**src/rtl/instr_encoder_loader_if.sv**
```systemverilog
// Instruction handshake and instruction-memory write bus for the loader.
// The loader sits on the slave side; the boot source or bench drives the master side.
interface instr_encoder_loader_if #(
  parameter int ADDR_WIDTH = 8
);
  logic                  in_valid;
  logic                  in_ready;
  logic [3:0]            in_kind;
  logic [4:0]            in_rs;
  logic [4:0]            in_rt;
  logic [4:0]            in_rd;
  logic [15:0]           in_imm;
  logic [25:0]           in_target;
  logic                  in_last;
  logic                  imem_we;
  logic [ADDR_WIDTH-1:0] imem_addr;
  logic [31:0]           imem_wdata;

  modport slave (
    input  in_valid, in_kind, in_rs, in_rt, in_rd, in_imm, in_target, in_last,
    output in_ready, imem_we, imem_addr, imem_wdata
  );

  modport master (
    output in_valid, in_kind, in_rs, in_rt, in_rd, in_imm, in_target, in_last,
    input  in_ready, imem_we, imem_addr, imem_wdata
  );
endinterface

```
**src/rtl/instr_encoder_loader.sv**
```systemverilog
// Encodes symbolic MIPS instructions and writes them to consecutive instruction-memory
// words; stops on the last instruction or when memory is full, never wrapping.
module instr_encoder_loader #(
  parameter int ADDR_WIDTH = 8,
  parameter int BASE_ADDR  = 0
) (
  input  logic                  clk,
  input  logic                  rst,
  instr_encoder_loader_if.slave bus,
  output logic [ADDR_WIDTH:0]   count,
  output logic                  done,
  output logic                  error
);

  localparam int CW = ADDR_WIDTH + 1;
  localparam logic [ADDR_WIDTH-1:0] BASE = ADDR_WIDTH'(BASE_ADDR);
  localparam logic [ADDR_WIDTH-1:0] LAST_ADDR = '1;

  typedef enum logic [1:0] {
    ST_IDLE,
    ST_WRITE,
    ST_DONE
  } state_t;

  state_t                state_q, state_d;
  logic [ADDR_WIDTH-1:0] ptr_q, ptr_d;
  logic [CW-1:0]         count_q, count_d;
  logic [ADDR_WIDTH-1:0] addr_q, addr_d;
  logic [31:0]           wdata_q, wdata_d;
  logic                  last_q, last_d;
  logic                  error_q, error_d;
  logic                  ready_q, ready_d;
  logic                  we_q, we_d;
  logic                  done_q, done_d;

  logic                  transfer;
  logic                  kind_legal;
  logic [31:0]           enc_word;

  function automatic logic [31:0] encode(
    input logic [3:0]  kind,
    input logic [4:0]  rs,
    input logic [4:0]  rt,
    input logic [4:0]  rd,
    input logic [15:0] imm,
    input logic [25:0] target
  );
    logic [31:0] w;
    w = '0;
    case (kind)
      4'd0:    w = {6'b000000, rs, rt, rd, 5'b00000, 6'b100000};
      4'd1:    w = {6'b000000, rs, rt, rd, 5'b00000, 6'b100010};
      4'd2:    w = {6'b000000, rs, rt, rd, 5'b00000, 6'b100100};
      4'd3:    w = {6'b000000, rs, rt, rd, 5'b00000, 6'b100101};
      4'd4:    w = {6'b000000, rs, rt, rd, 5'b00000, 6'b101010};
      4'd5:    w = {6'b000000, rs, rt, rd, 5'b00000, 6'b100111};
      4'd6:    w = {6'b001000, rs, rt, imm};
      4'd7:    w = {6'b100011, rs, rt, imm};
      4'd8:    w = {6'b101011, rs, rt, imm};
      4'd9:    w = {6'b000100, rs, rt, imm};
      4'd10:   w = {6'b000101, rs, rt, imm};
      4'd11:   w = {6'b000010, target};
      default: w = '0;
    endcase
    return w;
  endfunction

  assign kind_legal = (bus.in_kind < 4'd12);
  assign transfer   = bus.in_valid && ready_q && (state_q == ST_IDLE);
  assign enc_word   = encode(bus.in_kind, bus.in_rs, bus.in_rt, bus.in_rd,
                             bus.in_imm, bus.in_target);

  always_comb begin
    state_d = state_q;
    ptr_d   = ptr_q;
    count_d = count_q;
    addr_d  = addr_q;
    wdata_d = wdata_q;
    last_d  = last_q;
    error_d = error_q;

    case (state_q)
      ST_IDLE: begin
        if (transfer) begin
          if (kind_legal) begin
            wdata_d = enc_word;
            addr_d  = ptr_q;
            last_d  = bus.in_last;
            state_d = ST_WRITE;
          end else begin
            error_d = 1'b1;
            state_d = bus.in_last ? ST_DONE : ST_IDLE;
          end
        end
      end
      ST_WRITE: begin
        // The pointer may wrap to zero here only when we stop anyway.
        ptr_d   = ptr_q + ADDR_WIDTH'(1);
        count_d = count_q + CW'(1);
        state_d = (last_q || (ptr_q == LAST_ADDR)) ? ST_DONE : ST_IDLE;
      end
      ST_DONE: state_d = ST_DONE;
      default: state_d = ST_IDLE;
    endcase

    ready_d = (state_d == ST_IDLE);
    we_d    = (state_d == ST_WRITE);
    done_d  = (state_d == ST_DONE);
  end

  always_ff @(posedge clk or posedge rst) begin
    if (rst) begin
      state_q <= ST_IDLE;
      ptr_q   <= BASE;
      count_q <= '0;
      addr_q  <= '0;
      wdata_q <= '0;
      last_q  <= 1'b0;
      error_q <= 1'b0;
      ready_q <= 1'b0;
      we_q    <= 1'b0;
      done_q  <= 1'b0;
    end else begin
      state_q <= state_d;
      ptr_q   <= ptr_d;
      count_q <= count_d;
      addr_q  <= addr_d;
      wdata_q <= wdata_d;
      last_q  <= last_d;
      error_q <= error_d;
      ready_q <= ready_d;
      we_q    <= we_d;
      done_q  <= done_d;
    end
  end

  assign bus.in_ready   = ready_q;
  assign bus.imem_we    = we_q;
  assign bus.imem_addr  = addr_q;
  assign bus.imem_wdata = wdata_q;
  assign count          = count_q;
  assign done           = done_q;
  assign error          = error_q;

endmodule

```
**src/flat_wrapper.sv**
```systemverilog
// flat-port wrapper written by rule: the top's interface ports become plain ports
module instr_encoder_loader_flat 
#(
  parameter int ADDR_WIDTH = 8,
  parameter int BASE_ADDR  = 0
)
  (clk, rst, count, done, error, bus_in_valid, bus_in_kind, bus_in_rs, bus_in_rt, bus_in_rd, bus_in_imm, bus_in_target, bus_in_last, bus_in_ready, bus_imem_we, bus_imem_addr, bus_imem_wdata);
  instr_encoder_loader_if #(.ADDR_WIDTH(ADDR_WIDTH)) bus_i ();
  input  logic clk;
  input  logic rst;
  output logic [ADDR_WIDTH:0] count;
  output logic done;
  output logic error;
  input wire logic [$bits(bus_i.in_valid)-1:0] bus_in_valid;
  input wire logic [$bits(bus_i.in_kind)-1:0] bus_in_kind;
  input wire logic [$bits(bus_i.in_rs)-1:0] bus_in_rs;
  input wire logic [$bits(bus_i.in_rt)-1:0] bus_in_rt;
  input wire logic [$bits(bus_i.in_rd)-1:0] bus_in_rd;
  input wire logic [$bits(bus_i.in_imm)-1:0] bus_in_imm;
  input wire logic [$bits(bus_i.in_target)-1:0] bus_in_target;
  input wire logic [$bits(bus_i.in_last)-1:0] bus_in_last;
  output wire logic [$bits(bus_i.in_ready)-1:0] bus_in_ready;
  output wire logic [$bits(bus_i.imem_we)-1:0] bus_imem_we;
  output wire logic [$bits(bus_i.imem_addr)-1:0] bus_imem_addr;
  output wire logic [$bits(bus_i.imem_wdata)-1:0] bus_imem_wdata;
  assign bus_i.in_valid = bus_in_valid;
  assign bus_i.in_kind = bus_in_kind;
  assign bus_i.in_rs = bus_in_rs;
  assign bus_i.in_rt = bus_in_rt;
  assign bus_i.in_rd = bus_in_rd;
  assign bus_i.in_imm = bus_in_imm;
  assign bus_i.in_target = bus_in_target;
  assign bus_i.in_last = bus_in_last;
  assign bus_in_ready = bus_i.in_ready;
  assign bus_imem_we = bus_i.imem_we;
  assign bus_imem_addr = bus_i.imem_addr;
  assign bus_imem_wdata = bus_i.imem_wdata;
  instr_encoder_loader #(.ADDR_WIDTH(ADDR_WIDTH), .BASE_ADDR(BASE_ADDR)) u_core (.clk(clk), .rst(rst), .bus(bus_i), .count(count), .done(done), .error(error));
endmodule
```
**config.mk**
```make
export PLATFORM = sky130hd
export DESIGN_NAME = instr_encoder_loader_flat
export DESIGN_NICKNAME = d
export VERILOG_FILES = /design/src/rtl/instr_encoder_loader_if.sv /design/src/rtl/instr_encoder_loader.sv /design/src/flat_wrapper.sv
export SDC_FILE = /design/constraint.sdc
export NUM_CORES = 1
export LEC_CHECK = 0
export BUFFER_PORTS_ARGS = -buffer_cell sky130_fd_sc_hd__clkbuf_2
export CORE_UTILIZATION = 25
export DETAILED_ROUTE_END_ITERATION = 8
export GPL_TIMING_DRIVEN = 0
export HOLD_SLACK_MARGIN = 0.08
export PLACE_DENSITY_LB_ADDON = 0.12
export SLEW_MARGIN = 20
export SYNTH_ARGS = -nofsm -noshare
export SYNTH_HDL_FRONTEND = slang
export SYNTH_SLANG_ARGS = --single-unit
```
**constraint.sdc**
```tcl
create_clock -name clk -period 2.8 [get_ports clk]
set_input_delay 0.56 -clock clk [delete_from_list [all_inputs] [get_ports clk]]
set_output_delay 0.56 -clock clk [all_outputs]
set_load 0.01 [all_outputs]
```
# Yosys cells after proc, flatten, opt, wreduce, memory -nomap -nowiden

Index checks and enable logic that the tools add are counted.

$add $sub $neg: 2
$lt $le $gt $ge: 1
Equality and inequality tests: 16
Muxes and demuxes: 6
Bitwise logic cells: 1
Reductions and logical operators: 8

Operators by type and width:

| kind                  | count |
|---|---|
| $pmux W32 S12         | 1 |
| $eq A4 B3 Y1 const B  | 4 |
| $eq A4 B4 Y1 const B  | 4 |
| $add A9 B1 Y9 const B | 1 |
| $add A8 B1 Y8 const B | 1 |
| $eq A4 B2 Y1 const B  | 2 |
| $eq A8 B8 Y1 const B  | 1 |
| $mux W2               | 4 |
| $pmux W2 S3           | 1 |
| $reduce_and A3 Y1     | 2 |
| $eq A2 B1 Y1 const B  | 2 |
| $eq A2 B2 Y1 const B  | 2 |
| $eq A4 B1 Y1 const B  | 1 |
| $logic_not A2 Y1      | 2 |
| $logic_not A4 Y1      | 1 |
| $lt A4 B4 Y1 const B  | 1 |
| $logic_and A1 B1 Y1   | 2 |
| $logic_or A1 B1 Y1    | 1 |
| $not A1 Y1            | 1 |

Register bits: 64
Output and inout bits: 53
Logic and storage cells: 44

# Longest topological paths before layout

Gate-level depths: netlist of the first run.

Word-level depth: 5
Depth in mapped cells: 8
Depth with buffers taken out: 5

# Least setup slack after synthesis of the first run

OpenSTA, ideal clock, no wires.

Path type: input port to flip-flop
Start: input port bus_in_kind[0]
End: register u_core.wdata_q[11], in the netlist u_core.bus.imem_wdata[11]
Arrival: 1.471 ns
Data required time: 2.673 ns
Path slack: 1.201 ns
Cell stages on the path: 6
Path through: buf_4 -> and2_1 -> o21ai_2 -> buf_6 -> a222oi_1 -> o21ai_1

Cells in the longest elaborated chain, start to end: 2
Elaborated cells on any way between the ends: 15
Those cells by class: order compare: 1; eq/ne: 11; mux: 1; reduce/logical: 2

RTL lines:

| element                                                             | RTL line                    | source |
|---|---|---|
| start, declared                                                     | flat_wrapper.sv:15          | `input wire logic [$bits(bus_i.in_kind)-1:0] bus_in_kind;` |
| $lt A4 B4 Y1, or another cell as far along                          | instr_encoder_loader.sv:68  | `assign kind_legal = (bus.in_kind < 4'd12);` |
| $reduce_and A3 Y1 (no source line) or $pmux W32 S12 (tied branches) | n/a                         |  |
| end signal, assigned                                                | instr_encoder_loader.sv:128 | `wdata_q <= wdata_d;` |
| end, declared                                                       | instr_encoder_loader.sv:29  | `logic [31:0] wdata_q, wdata_d;` |

Parallel ways exist; a longest one is shown, timed or not.
A chain may end at the register's enable or synchronous reset.

# Final worst setup path of the first run

Start: register u_core.state_q[0]
End: register u_core.wdata_q[9], in the netlist u_core.bus.imem_wdata[9]

Cells in the longest elaborated chain, start to end: 3

RTL lines:

| element                                | RTL line                                               | source |
|---|---|---|
| start, declared                        | instr_encoder_loader.sv:25                             | `state_t state_q, state_d;` |
| start signal, assigned                 | instr_encoder_loader.sv:124                            | `state_q <= state_d;` |
| $logic_not A2 Y1 (*)                   | instr_encoder_loader.sv:69, instr_encoder_loader.sv:82 |  |
| $logic_and A1 B1 Y1                    | instr_encoder_loader.sv:69                             | `assign transfer = bus.in_valid && ready_q && (state_q == ST_IDLE);` |
| $reduce_and A3 Y1 (no source line) (*) | n/a                                                    |  |

Every way passes the cells marked *; elsewhere a longest branch is shown, timed or not.

==> results of run 1 <==
-- kinds of logic after synthesis --
group,count (synthesis),synth area share (%)
AND/OR/NAND/NOR,118,17.79
AO/OA/AOI/OAI,64,17.11
flip-flops,63,53.62
buffers and inverters,26,4.638
XOR/XNOR,16,4.766
multiplexers,3,1.106
adder cells (fa/ha/maj),2,0.8509
other,1,0.1275
-- sequential cells by signal, indices dropped and copies added, names as in the netlist --
name / count
u_core.bus.imem_addr: 8
u_core.bus.imem_wdata: 31
u_core.bus.in_ready: 1
u_core.bus.imem_we: 1
u_core.done: 1
u_core.ptr_q: 8
u_core.count: 9
u_core.last_q: 1
u_core.state_q: 2
u_core.error: 1
-- cells in the mapped netlist --
cell / instances
a211oi_1: 1
a21o_1: 3
a21oi_1: 6
a221o_1: 4
a221oi_1: 19
a222oi_1: 5
a22o_1: 2
a2bb2oi_1: 1
a311oi_1: 1
a32oi_1: 2
a41o_1: 1
and2_1: 2
and3_1: 3
and4_1: 1
buf_2: 13
buf_4: 4
buf_6: 1
clkbuf_1: 3
conb_1: 1
dfrtp_1: 63
ha_1: 2
inv_1: 4
inv_2: 1
mux2_2: 2
mux2i_1: 1
nand2_1: 48
nand2b_1: 4
nand2b_4: 1
nand3_1: 3
nand3b_1: 1
nand4_1: 4
nand4bb_1: 1
nor2_1: 42
nor2b_1: 5
nor3_1: 2
o21ai_0: 6
o21ai_1: 4
o21ai_2: 2
o221ai_1: 1
o22a_1: 3
o22ai_1: 1
o31ai_1: 2
or2_2: 1
xnor2_1: 11
xor2_1: 5
-- where the power goes --
group	switching [mW]	total [mW]	internal [mW]	leakage (nW)
clock network	0.426	1.05	0.627	0.143
registers	0.235	1.50	1.27	0.785
logic	0.693	1.25	0.554	1.08
total	1.35	3.80	2.45	2.01
-- critical path: cells and delay by family, from the launching register on --
kind | cells | cell delay, ps
compound gates | 1 | 270
buf+inv | 2 | 370
flops | 1 | 390
simple gates | 3 | 460
-- worst max-delay path by stage --
stage	depth (start not counted)	to	slack (ps)
after floorplan	1	u_core.bus.imem_addr[0]	670
after global placement	2	u_core.bus.imem_wdata[20]	-280
after detailed placement	5	u_core.bus.imem_wdata[14]	970
after CTS	6	u_core.bus.imem_wdata[16]	1160
after global routing	6	u_core.bus.imem_wdata[9]	1050
final	6	u_core.bus.imem_wdata[9]	1190
-- final cells by class --
type / count / area, um2 / share of cell area (%)
sequential: 63 / 1577 / 39.50
multi-input combinational: 204 / 1227 / 30.75
timing repair buffer: 114 / 585.6 / 14.67
clock buffer: 10 / 239.0 / 5.987
tap: 143 / 178.9 / 4.483
buffer: 21 / 117.6 / 2.947
clock inverter: 6 / 45.04 / 1.129
inverter: 5 / 21.27 / 0.5329
-- metrics by stage --
stage | cell area (um2) | utilization [%] | power, mW | TNS (ps) | cells
finish | 3991 | 34.96 | 3.803 | 0 | 566
global route | 3991 | 34.96 | 4.078 | 0 | 566
global placement | 3685 | 32.27 | 2.774 | -17490 | 549
detailed placement | 3707 | 32.47 | 2.796 | 0 | 550
CTS | 3991 | 34.96 | 3.875 | 0 | 566
floorplan | 2940 | - | 2.226 | 0 | 293
-- routing by layer --
layer	vias up	global-route usage (%)	wire, um	share of wire, %
met1	1273	17.99	3667	45
li1	1288	-	-	-
met5	-	0	0	0
met3	13	3.952	349	4.3
met4	0	6.578	218	2.7
met2	68	22.48	3918	48
==> impl_metrics.ini, run 1 <==
[floorplanning]
dieArea_um2 = 12200
start_util_pct = 25.75
fp.dieW_um = 110.5
die_h_um = 110.5
core_area_um2 = 11420
num_rows = 39
ios = 118

[drt]
dr.pass1.iters = 5
drc = 0
routed_via_density = 4.668
post_drt_wl_per_cell_um = 14.40
vias = 2642
ant_nets = 0
wl_um = 8152
drt-initial-drc-count = 132

[clock_tree]
ctsHoldBuffers = 0
cts_root_buffer = clkbuf_16
cts.clk_slew.worst_paths_ps = 60
post_cts_buffers = 0
cts_resized = 0
htree_levels = 3
numCtsBuffers = 9
clk_path_buf_depth = 2
clock_sinks = 63
clock_latency_ps = 330
tritoncts = yes

[power]
leakage_nw = 2.007
peakVddDrop_mv = 0.3519
cellPowerDensity_nw_per_um2 = 952.7

[synth]
synth.cell_area_um2 = 2940
syn_nets = 360
yosysWarnings = 0
synth-seq-cells = 63
synthCells = 293
synth_top_cell_area_share_pct = 53.62
synth_cell_type_count = 45
yosysTopAreaCell = dfrtp_1
syn_avg_cell_area_um2 = 10.04
yosysSeqAreaShare_pct = 53.62
synth_area_leaders = dfrtp_1 54%, nand2_1 6.1%, a221oi_1 5.7%

[final_layout]
drive_gt1_share_pct = 36.88
num-fill-cells = 1268
final_cell_mix = 113 x clkbuf_2, 63 x dfrtp_1, 48 x nand2_1
fin_nets = 485
area_growth_pct = 35.74
insertedDiodeCount = 0
layout_commonest_cell = clkbuf_2

[worst_setup_path]
start_kind = flip-flop
path_max_fanout = 10
worst-setup-path-type = flip-flop to flip-flop
crit_path_cell_trace = nand4bb_1 -> nand2b_1 -> buf_4 -> buf_2 -> a221oi_1 -> nor2_1
crit_path_start = u_core.state_q[0]
cpMaxStageDelayCell = dfrtp_1
worstRegToRegCells = 6
end_kind = flip-flop
critPathArrivalTime_ps = 1820
r2r-end = u_core.bus.imem_wdata[9]
timing.rr.start = u_core.state_q[0]
worstPathRequired_ps = 3010
slowest_delay_ps = 390
r2r_slack_ps = 1190

[global_route]
grt_overflow = 0
grt_max_degree = 36
antenna_found_initial = 0
grt_pass1_wl_um = 13740
grt_use_total_pct = 14.23
grt_pass1_vias = 2751

[timing]
fin_hold_ws_ps = 206.1
fin_crit_sh_pct = 57.51
rsz0062_at_grt = false
maxSlewViolCount = 0
worst-slew-pin-transition_ps = 529.8
slew_headroom_pct = 64.68
finalClockSkew_ps = 4.415
period_needed_ps = 1610
setup_violations = 0
max_freq_ghz = 0.6210
worst_slack_ps = 1190
hold_viol = 0

[run_status]
status = finished clean

[place]
io_buffers = 113
hpwlAfterDp_um = 6077
place_congestion = 0.7433
dp_slack_ps = 966.2

[min_path]
hp-class = input port to asynchronous set/reset pin

[run]
drv_cap = 0
No activity file was read; power rests on OpenSTA's default activity.
==> inputs of run 2 (changes only) <==
ABC_AREA = 1   (was unset)
clock period = 1.6 ns   (was 2.8 ns; I/O delays follow)
==> impl_metrics.ini, run 2 <==
[synth]
synth_edf_count = 0
async_flop_share_pct = 100.0
synth.most_common_cell = nand2_1
synth-seq-cells = 63
synth_area_leaders = dfrtp_1 49%, nand2_1 16%, inv_1 6.1%
syn_nets = 474
synthTopCellsByCount = 139 x nand2_1, 63 x dfrtp_1, 52 x inv_1
synth_ff_type = dfrtp_1
yosysTopAreaCell = dfrtp_1
synthCells = 407
yosysSeqAreaShare_pct = 49.41
synth_cell_type_count = 27
synth_top_cell_area_share_pct = 49.41
syn_avg_cell_area_um2 = 7.839
synth.cell_area_um2 = 3191
yosysWarnings = 0

[clock_tree]
clock_sinks = 63
clock_latency_ps = 330
tritoncts = yes
cts_root_buffer = clkbuf_16
numCtsBuffers = 9
clk_path_buf_depth = 2
htree_levels = 3
cts.clk_slew.worst_paths_ps = 60

[worst_setup_path]
crit_top_cell = nand2_1
crit_path_cell_trace = nor2_2 -> nand3_2 -> inv_2 -> buf_6 -> buf_4 -> nand2_1 -> nand2_1
worstRegToRegCells = 7
worstPathRequired_ps = 1870
path_max_fanout = 10
critPathArrivalTime_ps = 1730
end_kind = flip-flop
slowest_delay_ps = 430
cpMaxStageDelayCell = dfrtp_1
start_kind = flip-flop
r2r_slack_ps = 140
worst-setup-path-type = flip-flop to flip-flop

[timing]
slew_headroom_pct = 61.96
setup_violations = 0
max_freq_ghz = 0.6868
hold_viol = 0
period_needed_ps = 1456
fin_hold_ws_ps = 215.2
maxSlewViolCount = 0
fin_crit_sh_pct = 91.00
finalClockSkew_ps = 4.444
worst-slew-pin-transition_ps = 570.6
rsz0062_at_grt = false
setup_tns_ps = 0

[final_layout]
largest_reg_flops = 31
fin_nets = 604
drive_gt1_share_pct = 30.44
stdcell_area_um2 = 4353
insertedDiodeCount = 0
layout_commonest_cell = nand2_1
area_growth_pct = 36.43
final_cell_mix = 139 x nand2_1, 116 x clkbuf_2, 63 x dfrtp_1

[power]
peakVddDrop_mv = 0.3637
leakage_nw = 2.412
cellPowerDensity_nw_per_um2 = 888.5

[run_status]
status = finished clean

[drt]
ant_nets = 0
vias = 2946
drc = 0
dr.pass1.iters = 4
wl_um = 8972
post_drt_wl_per_cell_um = 12.64
drt-initial-drc-count = 106
routed_via_density = 4.149

[floorplanning]
fp.dieW_um = 115.0
core_area_um2 = 12210
dieArea_um2 = 13220
num_rows = 40
die_h_um = 115.0
ios = 118
start_util_pct = 26.13

[place]
hpwlAfterDp_um = 6700
placed_area_um2 = 4033
place_congestion = 0.7824
io_buffers = 116

[global_route]
antenna_found_initial = 0
grt_pass1_vias = 2871
grt_max_degree = 30
grt_pass1_wl_um = 14110
grt_use_total_pct = 14.24
grt_overflow = 0

[min_path]
hp-class = input port to flip-flop
whs_path_depth = 3

[run]
drv_cap = 0
==> run 2: cell type report <==
cell class                      instances  area [um2]
Tap cell                              168       210.2
Clock buffer                           13       270.3
Clock inverter                          3       40.04
Sequential cell                        63        1577
Timing Repair Buffer                  119       638.1
Multi-Input combinational cell        278        1318
Buffer                                 12       93.84
Inverter                               54       206.4
Fill cell                            1377        7859
==> run 2: cells by family after synthesis <==
kind of cell,synth area share (%)
flops,49.41
compound gates,8.863
buf+inv,9.294
xor+xnor,3.020
other cells,0.1175
simple gates,28.51
fa+ha+maj,0.7842
==> run 2: timing repair <==
action,CTS,global route
setup buffers,0,0
setup endpoints to repair,0,0
endpoints found under the hold margin,13,0
hold buffers,1,0
gates resized for setup,0,0
==> run 2: path summary, 6_finish.rpt <==
path | from | endpoint
max | u_core.state_q[1] | u_core.bus.imem_addr[1]
min | bus_in_imm[8] | u_core.bus.imem_wdata[8]
max reg2reg | u_core.state_q[1] | u_core.bus.imem_addr[1]
min reg2reg | u_core.bus.imem_addr[4] | u_core.bus.imem_addr[4]
max in group asynchronous | rst | u_core.ptr_q[6]
min in group asynchronous | rst | u_core.bus.in_ready
==> run 2: power breakdown <==
part | internal (mW) | leakage [nW] | switching [mW]
clock | 1.33 | 0.156 | 0.714
sequential | 1.59 | 0.781 | 0
combinational | 0.0980 | 1.48 | 0.133
total | 3.02 | 2.41 | 0.847
==> run 2: through the flow <==
| stage | power, mW | worst slack, ps | instances | util, % |
|---|---|---|---|---|
| 5_1_grt | 4.024 | 16.70 | 710 | 35.65 |
| 2_1_floorplan | 1.720 | 334.8 | 407 | - |
| 6_report | 3.867 | 144.0 | 710 | 35.65 |
| 3_3_place_gp | 1.841 | -15.72 | 691 | 32.63 |
| 3_5_place_dp | 1.857 | 108.3 | 693 | 33.02 |
| 4_1_cts | 3.946 | 110.7 | 710 | 35.65 |
==> run 2: layer usage <==
layer  share of wire (%)  track usage (%)  wire length (um)
met1                  48            18.35              4279
met2                  46            22.05              4128
met3                 4.4            3.532               397
met4                 1.9            7.532               166
met5                   0                0                 0
==> run 2: worst max-delay path, delay by kind of cell (launching register included) <==
family	cells	cell delay, ps
flops	1	430
buf+inv	3	530
simple gates	4	410
